## src/rtl/pipe_ctrl_pkg.sv

```systemverilog
// Shared definitions for the pipeline control block: stall patterns, exception codes
// and controller state encodings.
package pipe_ctrl_pkg;

  localparam logic [5:0] STALL_NONE  = 6'b000000;
  localparam logic [5:0] STALL_IF_ID = 6'b000111;
  localparam logic [5:0] STALL_EX    = 6'b001111;
  localparam logic [5:0] STALL_MEM   = 6'b011111;

  localparam logic [31:0] EXC_INT   = 32'h0000_0001;
  localparam logic [31:0] EXC_SYS   = 32'h0000_0008;
  localparam logic [31:0] EXC_BREAK = 32'h0000_0009;
  localparam logic [31:0] EXC_RI    = 32'h0000_000a;
  localparam logic [31:0] EXC_OV    = 32'h0000_000c;
  localparam logic [31:0] EXC_TRAP  = 32'h0000_000d;
  localparam logic [31:0] EXC_ERET  = 32'h0000_000e;

  typedef enum logic [0:0] {
    StIdle,
    StRefill
  } state_e;

endpackage

```

## src/rtl/pipe_ctrl.sv

```systemverilog
// Pipeline control: stall arbitration, exception flush/redirect sequencing with a refill
// mask, stall watchdog and stall-cycle performance counter.
module pipe_ctrl
  import pipe_ctrl_pkg::*;
#(
  parameter logic [31:0] EXC_VECTOR    = 32'h0000_0040,
  parameter logic [31:0] INT_VECTOR    = 32'h0000_0020,
  parameter int unsigned REFILL_CYCLES = 3,
  parameter int unsigned STALL_TIMEOUT = 1024
) (
  input  logic        clk,
  input  logic        rst,
  input  logic        stallreq_if,
  input  logic        stallreq_id,
  input  logic        stallreq_ex,
  input  logic        stallreq_mem,
  input  logic [31:0] excepttype_i,
  input  logic [31:0] cp0_epc_i,
  output logic [5:0]  stall,
  output logic        flush,
  output logic [31:0] new_pc,
  output logic        stall_timeout,
  output logic [31:0] stall_cycles
);

  localparam logic [3:0]  RefillLoad = 4'(REFILL_CYCLES - 1);
  localparam logic [31:0] WdLast     = 32'(STALL_TIMEOUT - 1);

  state_e      state_q;
  logic [3:0]  refill_cnt_q;
  logic [31:0] wd_cnt_q;
  logic        accept;
  logic        stall_active;

  assign accept       = !rst && (state_q == StIdle) && (excepttype_i != 32'h0);
  assign stall_active = (stall != STALL_NONE);

  // A flush overrides every stall request; reset silences all outputs.
  always_comb begin
    stall  = STALL_NONE;
    flush  = 1'b0;
    new_pc = 32'h0;
    if (accept) begin
      flush = 1'b1;
      case (excepttype_i)
        EXC_INT:  new_pc = INT_VECTOR;
        EXC_SYS, EXC_BREAK, EXC_RI, EXC_OV, EXC_TRAP: new_pc = EXC_VECTOR;
        EXC_ERET: new_pc = cp0_epc_i;
        default:  new_pc = EXC_VECTOR;
      endcase
    end else if (!rst) begin
      if (stallreq_mem)     stall = STALL_MEM;
      else if (stallreq_ex) stall = STALL_EX;
      else if (stallreq_id) stall = STALL_IF_ID;
      else if (stallreq_if) stall = STALL_IF_ID;
    end
  end

  always_ff @(posedge clk) begin
    if (rst) begin
      state_q       <= StIdle;
      refill_cnt_q  <= 4'h0;
      wd_cnt_q      <= 32'h0;
      stall_timeout <= 1'b0;
      stall_cycles  <= 32'h0;
    end else begin
      case (state_q)
        StIdle: begin
          if (accept) begin
            state_q      <= StRefill;
            refill_cnt_q <= RefillLoad;
          end
        end
        StRefill: begin
          if (refill_cnt_q == 4'h0) state_q <= StIdle;
          else                      refill_cnt_q <= refill_cnt_q - 4'h1;
        end
        default: state_q <= StIdle;
      endcase

      if (flush || !stall_active) begin
        wd_cnt_q <= 32'h0;
      end else if (wd_cnt_q == WdLast) begin
        stall_timeout <= 1'b1;
      end else begin
        wd_cnt_q <= wd_cnt_q + 32'h1;
      end

      if (stall_active && (stall_cycles != 32'hFFFF_FFFF)) begin
        stall_cycles <= stall_cycles + 32'h1;
      end
    end
  end

endmodule
```

## config.mk

```make
export PLATFORM = sky130hd
export DESIGN_NAME = pipe_ctrl
export DESIGN_NICKNAME = d
export VERILOG_FILES = /design/src/rtl/pipe_ctrl_pkg.sv /design/src/rtl/pipe_ctrl.sv
export SDC_FILE = /design/constraint.sdc
export NUM_CORES = 1
export LEC_CHECK = 0
export BUFFER_PORTS_ARGS = -buffer_cell sky130_fd_sc_hd__buf_2
export CELL_PAD_IN_SITES_DETAIL_PLACEMENT = 2
export CELL_PAD_IN_SITES_GLOBAL_PLACEMENT = 2
export CORE_ASPECT_RATIO = 1.75
export CORE_MARGIN = 5
export CORE_UTILIZATION = 27
export DETAILED_ROUTE_END_ITERATION = 10
export PLACE_DENSITY = 0.87
export SLEW_MARGIN = 0
export SYNTH_ARGS = -nofsm -noshare
export SYNTH_HDL_FRONTEND = slang
export SYNTH_SLANG_ARGS = --single-unit
```

## constraint.sdc

```tcl
create_clock -name clk -period 2.9 [get_ports clk]
set_input_delay 0.29 -clock clk [delete_from_list [all_inputs] [get_ports clk]]
set_output_delay 0.29 -clock clk [all_outputs]
set_load 0.03 [all_outputs]
```

### Yosys cells after proc, flatten, opt, wreduce, memory -nomap -nowiden

Cells that the tools add are included.

| word-level totals | value |
|---|---|
| register bits after elaboration | 70 |
| bits in latches | 0 |
| RAM bits | 0 |
| memory bits (read-only) | 0 |
| bits of input ports | 70 |
| logic and storage cells | 42 |
| memories | 0 |

| cells by class | value |
|---|---|
| add/subtract/negate cells | 3 |
| multiply operators | 0 |
| divide/modulo/power cells | 0 |
| $lt $le $gt $ge | 0 |
| eq/ne operators | 6 |
| shift operators | 0 |
| mux-type cells | 14 |
| bitwise operators | 2 |
| reduce and logical (&&, ||, !) cells | 12 |

Operators by type and width:

| cell | number |
|---|---|
| adder 32 x 1 -> 32 bit, second input constant | 2 |
| one-hot mux 32 bit (2 select lines) | 1 |
| equality test 32 x 1 -> 1 bit, second input constant | 1 |
| equality test 32 x 10 -> 1 bit, second input constant | 1 |
| equality test 32 x 4 -> 1 bit, second input constant | 1 |
| 2-to-1 mux 32 bit | 1 |
| != test 32 bit, second input constant | 1 |
| nonzero test 32 bit | 1 |
| 2-to-1 mux 5 bit | 3 |
| 2-to-1 mux 4 bit | 3 |
| one-hot mux 4 bit (2 select lines) | 1 |
| 2-to-1 mux 3 bit | 2 |
| nonzero test 6 bit | 1 |
| zero test 4 bit | 1 |
| != test 2 bit, second input constant | 2 |
| AND reduction 2 bit | 2 |
| subtractor 4 x 1 -> 4 bit, second input constant | 1 |
| logical AND 1 bit | 3 |
| zero test 1 bit | 2 |
| 2-to-1 mux 1 bit | 2 |
| inverter 1 bit | 2 |
| one-hot mux 1 bit (2 select lines) | 1 |
| OR reduction 2 bit | 1 |
| logical OR 1 bit | 1 |

### Longest topological paths before layout

Gate-level depths: netlist of run 1.

| depth | value |
|---|---|
| depth after elaboration | 11 |
| gate-level depth with buffers | 10 |
| depth with buffers taken out | 7 |

### Worst setup path after synthesis of run 1

No wires, ideal clock.

| timing path | value |
|---|---|
| path kind | flip-flop to flip-flop |
| start point | reg stall_cycles[3] |
| end point | reg stall_cycles[15] |
| setup time | 0.128 ns |
| arrival | 2.414 ns |
| data required time | 2.772 ns |
| setup slack | 0.358 ns |
| stages on the path, launching flop included | 10 |
| cells stage by stage | dfxtp_1 -> nand4_1 -> or4_1 -> buf_2 -> o41a_1 -> buf_6 -> buf_6 -> nand4_1 -> xor2_1 -> nor2_1 |

| on the way | value |
|---|---|
| longest elaborated chain between the ends | 2 |

Ends and longest elaborated chain:

| what | line | text |
|---|---|---|
| from (decl) | pipe_ctrl.sv:23 | `output logic [31:0] stall_cycles` |
| from (signal assigned) | pipe_ctrl.sv:90 | `stall_cycles <= stall_cycles + 32'h1;` |
| parallel branches: the longest is 2 deep, another holds adder 32 x 1 -> 32 bit | n/a |  |

Parallel ways; which one is timed is not known.
A chain may end at the register's enable or synchronous reset.

### Worst setup path after layout of run 1

| timing path | value |
|---|---|
| start point | reg stall_cycles[3] |
| end point | reg stall_cycles[18] |

Same word-level chain as after synthesis.

==> results of run 1 <==
## path summary, 6_finish.rpt
path                                                 endpoint
worst max register to register  stall_cycles[18]$_SDFFE_PP0P_
worst min register to register  stall_cycles[10]$_SDFFE_PP0P_
worst min-delay path            stall_cycles[10]$_SDFFE_PP0P_
worst max-delay path            stall_cycles[18]$_SDFFE_PP0P_
## through the flow
| step | worst slack [ns] | hold WS [ns] | utilization |
|---|---|---|---|
| after global placement | 0.382 | 0.472 | 0.338 |
| final | 0.178 | 0.498 | 0.361 |
| after floorplan | 0.358 | 0.456 | - |
| after detailed placement | 0.225 | 0.490 | 0.338 |
| after global routing | 0.0800 | 0.519 | 0.361 |
| after CTS | 0.0947 | 0.497 | 0.361 |
## sequential cells by signal, summed over array words and instances, names as in the netlist
| name | cells |
|---|---|
| refill_cnt_q | 4 |
| wd_cnt_q | 32 |
| stall_timeout | 1 |
| state_q | 1 |
| stall_cycles | 32 |
## cell families after synthesis
family                     synth area share
adders and majority gates            0.0104
DFF                                   0.386
and+or+nand+nor                       0.364
other                               0.00103
xor gates and xnor gates              0.104
buffers and inverters                0.0397
muxes                               0.00828
AOI/OAI and AO/OA                    0.0859
## layout make-up
type | instances | area, sq um
clock buffer | 11 | 243
timing repair buffer | 147 | 753
clock inverter | 5 | 65.1
inverter | 10 | 37.5
fill | 1562 | 8510
sequential | 70 | 1400
multi-input combinational | 353 | 2090
tap | 174 | 218
## worst max-delay path: stages (launching register included)
cell and delay, ns:
sky130_fd_sc_hd__dfxtp_1 0.44, sky130_fd_sc_hd__nand4_1 0.23, sky130_fd_sc_hd__or4_1 0.61, sky130_fd_sc_hd__o41a_2 0.69
sky130_fd_sc_hd__nand2_4 0.25, sky130_fd_sc_hd__o311ai_0 0.17, sky130_fd_sc_hd__o41ai_1 0.17
## power groups by stage
stage	Clock (mW)	Combinational, mW	Sequential [mW]
2_1_floorplan	0	0.0727	0.995
3_3_place_gp	0	0.145	0.993
3_5_place_dp	0	0.151	0.993
4_1_cts	1.16	0.152	0.972
5_1_grt	1.20	0.164	0.972
6_report	1.14	0.149	0.972
## cell usage after synthesis, types with 2 or more instances
master,instances
sky130_fd_sc_hd__nor2_1,74
sky130_fd_sc_hd__dfxtp_1,70
sky130_fd_sc_hd__nand2_1,37
sky130_fd_sc_hd__and2_1,32
sky130_fd_sc_hd__xor2_1,32
sky130_fd_sc_hd__nand4_1,25
sky130_fd_sc_hd__nand3_1,21
sky130_fd_sc_hd__a21oi_1,18
sky130_fd_sc_hd__nor4_1,15
sky130_fd_sc_hd__o21ai_0,13
sky130_fd_sc_hd__or3_1,13
sky130_fd_sc_hd__clkbuf_1,12
sky130_fd_sc_hd__xnor2_1,11
sky130_fd_sc_hd__inv_1,10
sky130_fd_sc_hd__and3_1,9
sky130_fd_sc_hd__nor3_1,7
sky130_fd_sc_hd__or4_1,6
sky130_fd_sc_hd__and4_1,4
sky130_fd_sc_hd__nand4b_1,4
sky130_fd_sc_hd__buf_4,3
sky130_fd_sc_hd__buf_6,3
sky130_fd_sc_hd__ha_1,3
sky130_fd_sc_hd__mux2i_1,3
sky130_fd_sc_hd__o311ai_0,3
sky130_fd_sc_hd__o31ai_1,3
sky130_fd_sc_hd__o41ai_1,3
sky130_fd_sc_hd__o21bai_1,2
## per-layer routing
| layer | up-vias | part of all wire |
|---|---|---|
| li1 | 1857 | - |
| met1 | 1920 | 0.34 |
| met2 | 165 | 0.55 |
| met3 | 27 | 0.067 |
| met4 | 0 | 0.041 |
| met5 | - | 0 |
==> results.py, run 1 <==
metrics = {
    "synthesis": {
        "synth.top_cells.by_area": "sky130_fd_sc_hd__dfxtp_1 (39%), sky130_fd_sc_hd__xor2_1 (7.7%), sky130_fd_sc_hd__nor2_1 (7.7%)",
        "post_synth_instance_area_sq_um": 3630,
        "synth_seq_area_share": 0.386,
        "ys_seq_elements": 70,
        "synth_cells": 452,
        "yosys_most_used_dff": "sky130_fd_sc_hd__dfxtp_1",
        "number_of_enable_flip_flop_cells_after_synthesis": 0,
        "mappedNetlistNets": 525,
        "area_fraction_of_the_dominant_cell_type_after_synthesis": 0.386,
        "synth_async_sr_flop_share": 0,
        "yosysWarnings": 0,
        "synth.distinct_cells": 43,
        "synth.largest_area_cell": "sky130_fd_sc_hd__dfxtp_1",
        "synth_area_per_cell_sq_um": 8.02,
    },
    "floorplan": {
        "chipWidth_um": 97.6,
        "core_area_sq_um": 13300,
        "io_pins": 142,
        "die_height_um": 163,
        "placement_rows": 56,
        "initial_standard_cell_utilization_of_the_core": 0.272,
        "dieArea_sq_um": 15900,
    },
    "global_route": {
        "grt_start_max_net_pins": 33,
        "top_usage_layer": "met2",
        "use_met3": 0.0457,
        "global_route.usage.met1": 0.173,
        "antenna_found_initial": 0,
        "track_usage": 0.183,
        "first_global_vias": 4382,
        "grt_overflow_total": 0,
        "grtUsageMet2": 0.362,
        "grt_pass1_wl_mm": 23.3,
    },
    "cells_and_area": {
        "num-nets-final": 664,
        "post_layout_nonfiller_instances": 770,
        "finalInstanceArea_sq_um": 4800,
        "mostFrequentLayoutCell": "sky130_fd_sc_hd__buf_2",
        "mostFrequentLayoutCells": "sky130_fd_sc_hd__buf_2 (140), sky130_fd_sc_hd__nor2_1 (74), sky130_fd_sc_hd__dfxtp_1 (70)",
        "layout-area-overhead-vs-synth_pct": 32.5,
        "layout-drive-gt1-share": 0.285,
        "antenna_cells": 0,
    },
    "cts": {
        "path_clk_slew_ns": 0.06,
        "clock_tree.htree_level_count": 3,
        "clock_tree_from_tritoncts": "built",
        "cts_hold_buf": 0,
        "cts_root_buf": "sky130_fd_sc_hd__clkbuf_16",
        "post_cts.repair.setup_buffers": 0,
        "clock_path_buffers": 2,
        "cts_buffer_count": 9,
        "clock_latency_ns": 0.33,
        "postCtsResizedCells": 0,
        "numClockSinks": 70,
    },
    "route": {
        "routed_via_density": 5.15,
        "first_iter_violations": 123,
        "detailroute.via_count": 3969,
        "drt-wirelength-per-cell_um": 18.9,
        "pre_repair_dr_iteration_count": 4,
        "post-route-drc-count": 0,
        "drt-total-wl_mm": 14.6,
        "number_of_nets_still_failing_antenna_checks_after_routing": 0,
    },
    "worst_setup_path": {
        "critical_path_arrival_ns": 2.88,
        "r2r.worst_path.cells": 6,
        "critPathRequiredTime_ns": 3.06,
        "timing.critical_path.fanout_max": 17,
        "worstSetupStartpoint": "stall_cycles[3]$_SDFFE_PP0P_",
        "crit_path_start_kind": "flop",
        "setup.worst_path.class": "reg2reg",
        "reg_to_reg_slack_setup_ns": 0.18,
        "end_kind": "flop",
        "reg2reg_from": "stall_cycles[3]$_SDFFE_PP0P_",
    },
    "sta": {
        "crit_share_post_route": 0.939,
        "tightest_slew_ns": 0.589,
        "final_max_slew_viol_count": 0,
        "timing.slew.headroom": 0.602,
        "final-hold-violation-count": 0,
        "fin_tns_setup_ns": 0,
        "report.final.setup_viol": 0,
        "final_setup_skew_ns": 0.0124,
        "period_minus_slack_ns": 2.72,
        "fmax_ghz": 0.367,
        "rsz0062_at_grt": "false",
    },
    "run": {
        "max_cap_viol_count": 0,
    },
    "min_path": {
        "hold_path.class": "reg2reg",
        "worst_hold_path.num_cells": 2,
        "holdCritStartpoint": "stall_cycles[10]$_SDFFE_PP0P_",
    },
    "power_and_ir_drop": {
        "p_per_area_nw_per_um2": 470,
        "share_comb_of_total_power": 0.066,
        "p_switching_uw": 533,
        "vdd.ir_drop.worst_uv": 268,
        "p_int_mw": 1.72,
        "standby_leakage_power_nw": 1.98,
        "pwr-share-seq": 0.431,
        "totalPowerFinal_mw": 2.26,
        "power.switching_fraction": 0.236,
        "pwr-share-clk": 0.503,
    },
    "place": {
        "finalWeightedCongestion": 0.952,
        "detailed_place.area_sq_um": 4490,
        "count_of_buffers_inserted_at_the_top_level_ports": 140,
        "dpl.hpwl_mm": 11.6,
        "numPlacedInstances": 754,
    },
    "outcome": {
        "status": "completed",
    },
}
No activity file was read; power rests on OpenSTA's default activity.
==> run 2, diff against run 1 <==
--- a/config.mk
+++ b/config.mk
@@ -13,6 +13,7 @@
 export CORE_UTILIZATION = 27
 export DETAILED_ROUTE_END_ITERATION = 10
 export PLACE_DENSITY = 0.87
+export RECOVER_POWER = 25
 export SLEW_MARGIN = 0
 export SYNTH_ARGS = -nofsm -noshare
 export SYNTH_HDL_FRONTEND = slang
==> run 2 against run 1 <==
Via count stayed put. Critical path type unchanged. Clock power about the same. Highest routed layer unchanged. Sequential cell count did not move. Sequential power is essentially flat. Maximum frequency is 0.15% lower. Critical path depth is the same. Critical endpoint unchanged. Largest cell class unchanged. Utilization down 0.31 points. Cell count is the same. Global-route usage unchanged. First-iteration DRC count is 3.3% higher.
==> results.py, run 2 (synthesis gave the netlist of run 1 again) <==
metrics = {
    "worst_setup_path": {
        "timing.critical_path.fanout_max": 17,
        "crit_path_start_kind": "flop",
        "critical_path_arrival_ns": 2.89,
        "reg_to_reg_slack_setup_ns": 0.17,
        "slowest_stage": "sky130_fd_sc_hd__o41a_2",
        "setup.worst_path.class": "reg2reg",
        "critPathRequiredTime_ns": 3.06,
        "cp_cell_sequence": "nand4_1 -> or4_1 -> o41a_2 -> nand2_4 -> o311ai_0 -> o41ai_1",
        "critical_path.max_stage_delay_ns": 0.69,
        "end_kind": "flop",
    },
    "route": {
        "number_of_nets_still_failing_antenna_checks_after_routing": 0,
        "detailroute.via_count": 3969,
        "routed_via_density": 5.15,
        "drt-wirelength-per-cell_um": 18.9,
        "drt-total-wl_mm": 14.6,
        "pre_repair_dr_iteration_count": 4,
        "first_iter_violations": 127,
        "post-route-drc-count": 0,
    },
    "sta": {
        "fin_tns_setup_ns": 0,
        "tightest_slew_ns": 0.584,
        "rsz0062_at_grt": "false",
        "final_max_slew_viol_count": 0,
        "crit_share_post_route": 0.940,
        "final_setup_skew_ns": 0.0117,
        "timing.slew.headroom": 0.606,
        "fmax_ghz": 0.367,
        "final-hold-violation-count": 0,
        "report.final.setup_viol": 0,
        "period_minus_slack_ns": 2.73,
    },
    "global_route": {
        "first_global_vias": 4382,
        "grt_overflow_total": 0,
        "antenna_found_initial": 0,
        "grt_pass1_wl_mm": 23.3,
        "track_usage": 0.183,
        "grt_start_max_net_pins": 33,
    },
    "floorplan": {
        "chipWidth_um": 97.6,
        "initial_standard_cell_utilization_of_the_core": 0.272,
        "dieArea_sq_um": 15900,
        "core_area_sq_um": 13300,
        "io_pins": 142,
        "die_height_um": 163,
        "placement_rows": 56,
    },
    "place": {
        "detailed_place.area_sq_um": 4490,
        "finalWeightedCongestion": 0.952,
        "count_of_buffers_inserted_at_the_top_level_ports": 140,
        "dpl.hpwl_mm": 11.6,
    },
    "cts": {
        "clock_path_buffers": 2,
        "cts_root_buf": "sky130_fd_sc_hd__clkbuf_16",
        "clock_latency_ns": 0.33,
        "cts_hold_buf": 0,
        "clock_tree_from_tritoncts": "built",
        "numClockSinks": 70,
        "postCtsResizedCells": 0,
        "post_cts.repair.setup_buffers": 0,
        "clock_tree.htree_level_count": 3,
        "path_clk_slew_ns": 0.06,
        "cts_buffer_count": 9,
    },
    "power_and_ir_drop": {
        "p_per_area_nw_per_um2": 473,
        "standby_leakage_power_nw": 1.84,
        "share_comb_of_total_power": 0.066,
        "power.switching_fraction": 0.236,
        "pwr-share-seq": 0.431,
        "vdd.ir_drop.worst_uv": 268,
        "p_int_mw": 1.72,
        "pwr-share-clk": 0.503,
        "p_switching_uw": 532,
    },
    "run": {
        "max_cap_viol_count": 0,
    },
    "cells_and_area": {
        "largest_registers": "stall_cycles x32, wd_cnt_q x32, refill_cnt_q x4",
        "num-nets-final": 664,
        "layout-area-overhead-vs-synth_pct": 31.3,
        "layout-drive-gt1-share": 0.230,
        "finalInstanceArea_sq_um": 4760,
        "mostFrequentLayoutCell": "sky130_fd_sc_hd__buf_2",
        "antenna_cells": 0,
        "mostFrequentLayoutCells": "sky130_fd_sc_hd__buf_2 (107), sky130_fd_sc_hd__nor2_1 (74), sky130_fd_sc_hd__dfxtp_1 (70)",
        "fillers": 1580,
    },
    "min_path": {
        "hold_path.class": "reg2reg",
    },
    "outcome": {
        "status": "completed",
    },
}
-- run 2: changes by cell type in the layout (fill, tap and decap cells not counted) --
| cell | change |
|---|---|
| sky130_fd_sc_hd__buf_2 | -33 |
| sky130_fd_sc_hd__clkbuf_1 | +33 |
-- run 2: power by group through the flow --
stage	clock network [mW]	registers, mW	logic (mW)
4_1_cts	1.16	0.972	0.152
3_3_place_gp	0	0.993	0.145
6_report	1.13	0.972	0.149
2_1_floorplan	0	0.995	0.0727
3_5_place_dp	0	0.993	0.151
5_1_grt	1.20	0.972	0.163
-- run 2: worst paths after layout --
path	start	to	cells past startpoint
worst max-delay path	stall_cycles[3]$_SDFFE_PP0P_	stall_cycles[18]$_SDFFE_PP0P_	6
worst min-delay path	stall_cycles[10]$_SDFFE_PP0P_	stall_cycles[10]$_SDFFE_PP0P_	2
worst max register to register	stall_cycles[3]$_SDFFE_PP0P_	stall_cycles[18]$_SDFFE_PP0P_	6
worst min register to register	stall_cycles[10]$_SDFFE_PP0P_	stall_cycles[10]$_SDFFE_PP0P_	2
-- run 2: per-stage QoR --
step	std cells	utilization	power, mW	hold WS [ns]	worst slack (ns)
final	770	0.358	2.25	0.502	0.174
after floorplan	452	-	1.07	0.456	0.358
after global placement	754	0.338	1.14	0.472	0.382
after detailed placement	754	0.338	1.14	0.490	0.225
after global routing	770	0.358	2.34	0.519	0.0778
after CTS	770	0.361	2.28	0.497	0.0947
-- run 2: routing by layer --
layer | vias to the layer above | track usage | share of wire
met5 | - | 0 | 0
met4 | 0 | 0.0838 | 0.041
met2 | 168 | 0.362 | 0.55
met1 | 1914 | 0.173 | 0.34
li1 | 1860 | - | -
met3 | 27 | 0.0457 | 0.067
-- run 2: cell type report --
type | instances | area, sq um | area share
multi-input combinational | 353 | 2090 | 0.438
inverter | 10 | 37.5 | 0.00788
tap | 174 | 218 | 0.0457
clock inverter | 5 | 65.1 | 0.0137
timing repair buffer | 147 | 712 | 0.150
clock buffer | 11 | 243 | 0.0510
sequential | 70 | 1400 | 0.294
-- run 2: critical path, delay by kind of cell (launching register included) --
family | cells | cell delay [ns]
AO/OA/AOI/OAI | 3 | 1.03
AND/OR/NAND/NOR | 3 | 1.09
flip-flops | 1 | 0.44
